--- config.mk ---
export PLATFORM = sky130hd
export DESIGN_NAME = cpu_out_capture
export DESIGN_NICKNAME = d
export VERILOG_FILES = /design/src/rtl/io_pkg.sv /design/src/rtl/sync_fifo.sv /design/src/rtl/cpu_out_capture.sv
export SDC_FILE = /design/constraint.sdc
export NUM_CORES = 1
export LEC_CHECK = 0
export ABC_AREA = 1
export ABC_CLOCK_PERIOD_IN_PS = 7660
export BUFFER_PORTS_ARGS = -buffer_cell sky130_fd_sc_hd__buf_2
export CORE_MARGIN = 2
export CORE_UTILIZATION = 59
export DETAILED_ROUTE_END_ITERATION = 10
export PLACE_DENSITY_LB_ADDON = 0.3
export SLEW_MARGIN = 20
export SYNTH_ARGS = -nofsm -noshare
export SYNTH_HDL_FRONTEND = slang
export SYNTH_SLANG_ARGS = --single-unit
--- constraint.sdc ---
create_clock -name clk -period 7.66 [get_ports clk]
set_clock_uncertainty 0.2 [all_clocks]
set_input_delay 1.532 -clock clk [delete_from_list [all_inputs] [get_ports clk]]
set_output_delay 1.532 -clock clk [all_outputs]
set_load 0.02 [all_outputs]
--- src/rtl/io_pkg.sv ---
// Shared types and constants for the CPU output capture path.
//   IO_DATA_W   : default width of a CPU output word
//   cap_state_t : capture FSM states (RUN -> DRAIN -> DONE)
package io_pkg;

  localparam int IO_DATA_W = 64;

  typedef enum logic [1:0] {
    CAP_RUN,
    CAP_DRAIN,
    CAP_DONE
  } cap_state_t;

endpackage : io_pkg

--- src/rtl/sync_fifo.sv ---
// Single-clock show-ahead FIFO.
// Ports:
//   clk, reset      : clock, asynchronous active-low reset
//   push, wr_data   : write request and word
//   pop             : read request (ignored when empty)
//   rd_data         : head word, forced to 0 while empty
//   count           : words stored, 0..DEPTH
//   count_next      : value count will take at the next edge
//   full, empty     : occupancy flags
// A push while full is accepted only if a pop happens in the same cycle.
module sync_fifo #(
  parameter int DATA_W = 64,
  parameter int DEPTH  = 8
) (
  input  logic                     clk,
  input  logic                     reset,
  input  logic                     push,
  input  logic                     pop,
  input  logic [DATA_W-1:0]        wr_data,
  output logic [DATA_W-1:0]        rd_data,
  output logic [$clog2(DEPTH):0]   count,
  output logic [$clog2(DEPTH):0]   count_next,
  output logic                     full,
  output logic                     empty
);

  localparam int ADDR_W = $clog2(DEPTH);
  localparam logic [ADDR_W:0] FULL_COUNT = (ADDR_W+1)'(DEPTH);

  logic [DATA_W-1:0] mem_q [DEPTH];
  logic [ADDR_W-1:0] wr_ptr_q, wr_ptr_d;
  logic [ADDR_W-1:0] rd_ptr_q, rd_ptr_d;
  logic [ADDR_W:0]   count_q, count_d;
  logic              wr_en, rd_en;

  assign full       = (count_q == FULL_COUNT);
  assign empty      = (count_q == '0);
  assign count      = count_q;
  assign count_next = count_d;
  assign rd_data    = empty ? '0 : mem_q[rd_ptr_q];

  // A pop in the same cycle frees the slot, so a full FIFO can still take a word.
  // Pointers wrap naturally because DEPTH is a power of two.
  always_comb begin
    rd_en    = pop & ~empty;
    wr_en    = push & (~full | rd_en);
    wr_ptr_d = wr_ptr_q;
    rd_ptr_d = rd_ptr_q;
    count_d  = count_q;
    if (wr_en) wr_ptr_d = wr_ptr_q + 1'b1;
    if (rd_en) rd_ptr_d = rd_ptr_q + 1'b1;
    if (wr_en && !rd_en)      count_d = count_q + 1'b1;
    else if (rd_en && !wr_en) count_d = count_q - 1'b1;
  end

  always_ff @(posedge clk or negedge reset) begin
    if (!reset) begin
      wr_ptr_q <= '0;
      rd_ptr_q <= '0;
      count_q  <= '0;
    end else begin
      wr_ptr_q <= wr_ptr_d;
      rd_ptr_q <= rd_ptr_d;
      count_q  <= count_d;
    end
  end

  // Storage is deliberately not reset; count/pointers alone define validity.
  always_ff @(posedge clk) begin
    if (wr_en) mem_q[wr_ptr_q] <= wr_data;
  end

endmodule : sync_fifo

--- src/rtl/cpu_out_capture.sv ---
// Host-side receiver for the CPU output port. Every cycle out_signal is high
// one word is captured into a FIFO and offered to the host on a valid/ready
// stream. After halt the FSM stops capturing and raises done once drained.
// Ports:
//   clk, reset            : clock, asynchronous active-low reset
//   out_signal, out_data  : CPU output strobe and word
//   halt                  : CPU halt level
//   host_valid/host_data  : head word (data is 0 when not valid)
//   host_ready            : host accepts head word
//   count                 : words stored
//   overflow              : sticky, a CPU word was dropped
//   done                  : halt seen and FIFO drained
// Optional build macro OUT_CAPTURE_STATS_EN adds saturating counters
//   words_total (accepted pushes) and words_dropped (dropped pushes).
module cpu_out_capture
  import io_pkg::*;
#(
  parameter int DATA_W = IO_DATA_W,
  parameter int DEPTH  = 8
) (
  input  logic                   clk,
  input  logic                   reset,
  input  logic                   out_signal,
  input  logic [DATA_W-1:0]      out_data,
  input  logic                   halt,
  output logic                   host_valid,
  output logic [DATA_W-1:0]      host_data,
  input  logic                   host_ready,
  output logic [$clog2(DEPTH):0] count,
  output logic                   overflow,
`ifdef OUT_CAPTURE_STATS_EN
  output logic [31:0]            words_total,
  output logic [31:0]            words_dropped,
`endif
  output logic                   done
);

  localparam int ADDR_W = $clog2(DEPTH);

  cap_state_t      state_q, state_d;
  logic            overflow_q, overflow_d;
  logic            push, pop, drop;
  logic            fifo_full, fifo_empty;
  logic [ADDR_W:0] count_next;

  assign push       = out_signal && (state_q == CAP_RUN);
  assign pop        = host_valid && host_ready;
  assign drop       = push && fifo_full && !pop;
  assign host_valid = !fifo_empty;
  assign overflow   = overflow_q;
  assign done       = (state_q == CAP_DONE);

  sync_fifo #(
    .DATA_W (DATA_W),
    .DEPTH  (DEPTH)
  ) u_fifo (
    .clk        (clk),
    .reset      (reset),
    .push       (push),
    .pop        (pop),
    .wr_data    (out_data),
    .rd_data    (host_data),
    .count      (count),
    .count_next (count_next),
    .full       (fifo_full),
    .empty      (fifo_empty)
  );

  // DRAIN looks at the post-edge count so done rises right after the last pop,
  // yet always spends at least one cycle in DRAIN.
  always_comb begin
    state_d    = state_q;
    overflow_d = overflow_q | drop;
    case (state_q)
      CAP_RUN:   if (halt) state_d = CAP_DRAIN;
      CAP_DRAIN: if (count_next == '0) state_d = CAP_DONE;
      CAP_DONE:  state_d = CAP_DONE;
      default:   state_d = CAP_RUN;
    endcase
  end

  always_ff @(posedge clk or negedge reset) begin
    if (!reset) begin
      state_q    <= CAP_RUN;
      overflow_q <= 1'b0;
    end else begin
      state_q    <= state_d;
      overflow_q <= overflow_d;
    end
  end

`ifdef OUT_CAPTURE_STATS_EN
  logic [31:0] words_total_q, words_total_d;
  logic [31:0] words_dropped_q, words_dropped_d;

  assign words_total   = words_total_q;
  assign words_dropped = words_dropped_q;

  // Both counters saturate at all-ones instead of wrapping.
  always_comb begin
    words_total_d   = words_total_q;
    words_dropped_d = words_dropped_q;
    if (push && !drop && (words_total_q != '1))  words_total_d   = words_total_q + 1'b1;
    if (drop && (words_dropped_q != '1))         words_dropped_d = words_dropped_q + 1'b1;
  end

  always_ff @(posedge clk or negedge reset) begin
    if (!reset) begin
      words_total_q   <= '0;
      words_dropped_q <= '0;
    end else begin
      words_total_q   <= words_total_d;
      words_dropped_q <= words_dropped_d;
    end
  end
`endif

endmodule : cpu_out_capture

==> flow_summary.json <==
{
  "synth_most_common_cell": "edfxtp_1",
  "cts.sink_count": 525,
  "netlist_instances": 1567,
  "clk-insertion-delay-late_ns": 0.54,
  "track_usage": 0.2449,
  "synth_commonest_cells": "edfxtp_1 (512), nor2_1 (397), o21ai_0 (289), a31oi_1 (64), o22ai_1 (64)",
  "dr.pass1.iters": 5,
  "cts_max_path_buffers": 3,
  "clk_pin_slew_worst_paths_ns": 0.06,
  "syn2layout_area_growth_pct": 12.45,
  "grt_start_max_net_pins": 136,
  "die_x_um": 190.7,
  "die_area_um2": 36380,
  "ys_warn_count": 0,
  "fin_ws_ns": 2.179,
  "n_fill_cell": 2465,
  "syn-num-nets": 1644,
  "synth_compound_gate_area_share": 0.1176,
  "fin_nets": 1748,
  "slowest_stage": "inv_6",
  "dp_hpwl_mm": 22.85,
  "io_pins": 140,
  "cts_hold_buf": 0,
  "vias": 12860,
  "outcome": "finished, final reports clean",
  "synthAdderAreaFrac": 0.004866,
  "tns_ns": 0,
  "drv_cap": 0,
  "antenna_found_initial": 4,
  "critPathBufInv": 3,
  "critPathArrivalTime_ns": 3.75,
  "detail_route.wl_per_cell_um": 20.55,
  "htree_levels": 2,
  "die_height_um": 190.7,
  "fp-row-count": 68,
  "max_freq_mhz": 182.4,
  "async_flop_share": 0.02476,
  "cts_resized": 0,
  "path_cells": "inv_6 > buf_4 > nor2_1 > o22ai_1 > o21ai_0 > a31oi_1 > buf_2",
  "overflow": 0,
  "synth_flop_cell": "edfxtp_1",
  "yosys.area_share.simple": 0.08655,
  "vdd_drop_max_uv": 279.2,
  "cts_root_buf": "clkbuf_16",
  "crit_family": "buffers and inverters",
  "final_antenna_net_count": 0,
  "synth_top_area_frac": 0.7474,
  "synth_cell_types": 27,
  "yosys.area_share.xor_xnor": 0.002129,
  "final.period_utilization": 0.7156,
  "startpoint_type": "flip-flop",
  "critPathMaxStageDelay_ns": 0.78,
  "stdcell_count": 2162,
  "cts_tree": "yes",
  "p_total_mw": 9.205,
  "synth_area_leaders": "edfxtp_1 (75%), nor2_1 (7.2%), o21ai_0 (7.0%)",
  "gp_congestion": 0.7491,
  "wl_mm": 44.43,
  "rsz0062_at_grt": "no",
  "drt-initial-drc-count": 1340,
  "synth-seq-cells": 525,
  "cts_setup_buffers": 0,
  "holdWs_ns": 0.2730,
  "synth_top_family_by_area": "compound AO/OA/AOI/OAI gates",
  "final_util": 0.6713,
  "drive_above_1_share": 0.1467,
  "muxShareOfSynthArea": 0,
  "fin_area_um2": 23130,
  "place_ws_ns": 2.769,
  "max_slew_margin": 0.2386,
  "grt_pass1_vias": 12350,
  "maxSlewViolCount": 0,
  "setup_viol": 0,
  "seq_area_frac_synth": 0.7632,
  "place_area_um2": 21580,
  "synth_edf_count": 512,
  "syn_area_per_cell_um2": 13.13,
  "hold_viol": 0,
  "period_needed_ns": 5.481,
  "cp-end-kind": "primary output",
  "hold_class": "reg2reg",
  "leakagePower_nw": 7.777,
  "vias_per_cell": 5.949,
  "worst_slew_pin_slew_ns": 1.138,
  "initial_core_util": 0.5970,
  "drc": 0,
  "port_buffers": 139,
  "core-area_um2": 34460,
  "cp.required_ns": 5.93,
  "placed_cells": 2073,
  "path_max_fanout": 135,
  "power_density_nw_per_um2": 397.9,
  "worstSetupPathType": "reg2out",
  "cts_buffers": 51,
  "synth_area_um2": 20570,
  "yosysTopAreaCell": "edfxtp_1",
  "grt_pass1_wl_mm": 68.38
}
==> registers in the layout (all words and copies together) (netlist names) <==
| signal | cells |
|---|---|
| u_fifo.count | 4 |
| u_fifo.wr_ptr_q | 3 |
| overflow | 1 |
| u_fifo.rd_ptr_q | 3 |
| state_q | 2 |
| u_fifo.mem_q | 512 |
==> placed cells by master, fill, tap and decap left out, types with 2 or more instances in the layout <==
cell type / netlist / layout
o21ai_0: 289 / 289
nor2_2: 2 / 2
o21ai_1: 32 / 32
nand3_2: 2 / 2
edfxtp_1: 512 / 512
nor2_1: 397 / 389
nand4_1: 2 / 2
dfrtp_1: 13 / 11
dfrtp_4: 0 / 2
buf_2: 31 / 139
nand3_1: 8 / 8
inv_4: 0 / 2
nand2_2: 5 / 5
inv_1: 13 / 12
clkbuf_1: 58 / 10
bufinv_16: 0 / 3
clkinv_2: 0 / 11
clkbuf_16: 0 / 53
diode_2: 0 / 3
o22ai_1: 64 / 64
a31oi_1: 64 / 64
nor2_4: 0 / 8
clkinv_1: 0 / 9
buf_4: 6 / 18
xor2_1: 5 / 5
nand2_1: 37 / 37
ha_1: 8 / 8
==> cell type report <==
type,instances,area (um2),share of cell area
sequential,525,15710,0.6790
clock buffer,63,1364,0.05896
antenna,3,7.507,0.0003245
clock inverter,23,178.9,0.007735
inverter,16,70.07,0.003029
timing repair buffer,157,830.8,0.03592
tap,455,569.3,0.02461
multi-input combinational,920,4404,0.1904
==> power by group <==
part           internal (mW)  leakage [nW]  switching (mW)
registers               3.43          4.77           0.187
clock network           1.35         0.764           0.987
logic                  0.953          2.24            2.30
total                   5.73          7.78            3.47
==> routing by layer <==
layer / track usage / part of all wire
met5: 0 / 0.00016
met4: 0.06321 / 0.016
met3: 0.04012 / 0.070
met2: 0.4094 / 0.50
met1: 0.3394 / 0.42
==> path summary, 6_finish.rpt <==
check / start / end / depth (start not counted) / slack [ns]
max in group asynchronous: reset / u_fifo.rd_ptr_q[1]$_DFFE_PN0N_ / 1 / 6.30
worst min register to register: overflow$_DFF_PN0_ / overflow$_DFF_PN0_ / 1 / 0.27
worst max-delay path: u_fifo.rd_ptr_q[0]$_DFFE_PN0N_ / host_data[6] / 7 / 2.18
worst max register to register: state_q[0]$_DFFE_PN0P_ / u_fifo.mem_q[4][57]$_DFFE_PP_ / 8 / 3.97
min in group asynchronous: reset / state_q[1]$_DFFE_PN0P_ / 1 / 0.68
worst min-delay path: overflow$_DFF_PN0_ / overflow$_DFF_PN0_ / 1 / 0.27
==> cell families (layout without fill, tap and decap cells) <==
family / after synthesis / after routing
DFF: 525 / 525
and+or+nand+nor: 456 / 456
AOI/OAI and AO/OA: 451 / 451
buffers and inverters: 122 / 259
adders and majority gates: 8 / 8
xor gates and xnor gates: 5 / 5
other: 0 / 3
==> worst reg2reg max path: cells and delay by family (launching register included) <==
family                   cells  cell delay (ns)
buffers and inverters        3             1.04
adder cells (fa/ha/maj)      1             0.18
flip-flops                   1             0.40
AND/OR/NAND/NOR              4             1.50
(Power assumes the default switching activity.)
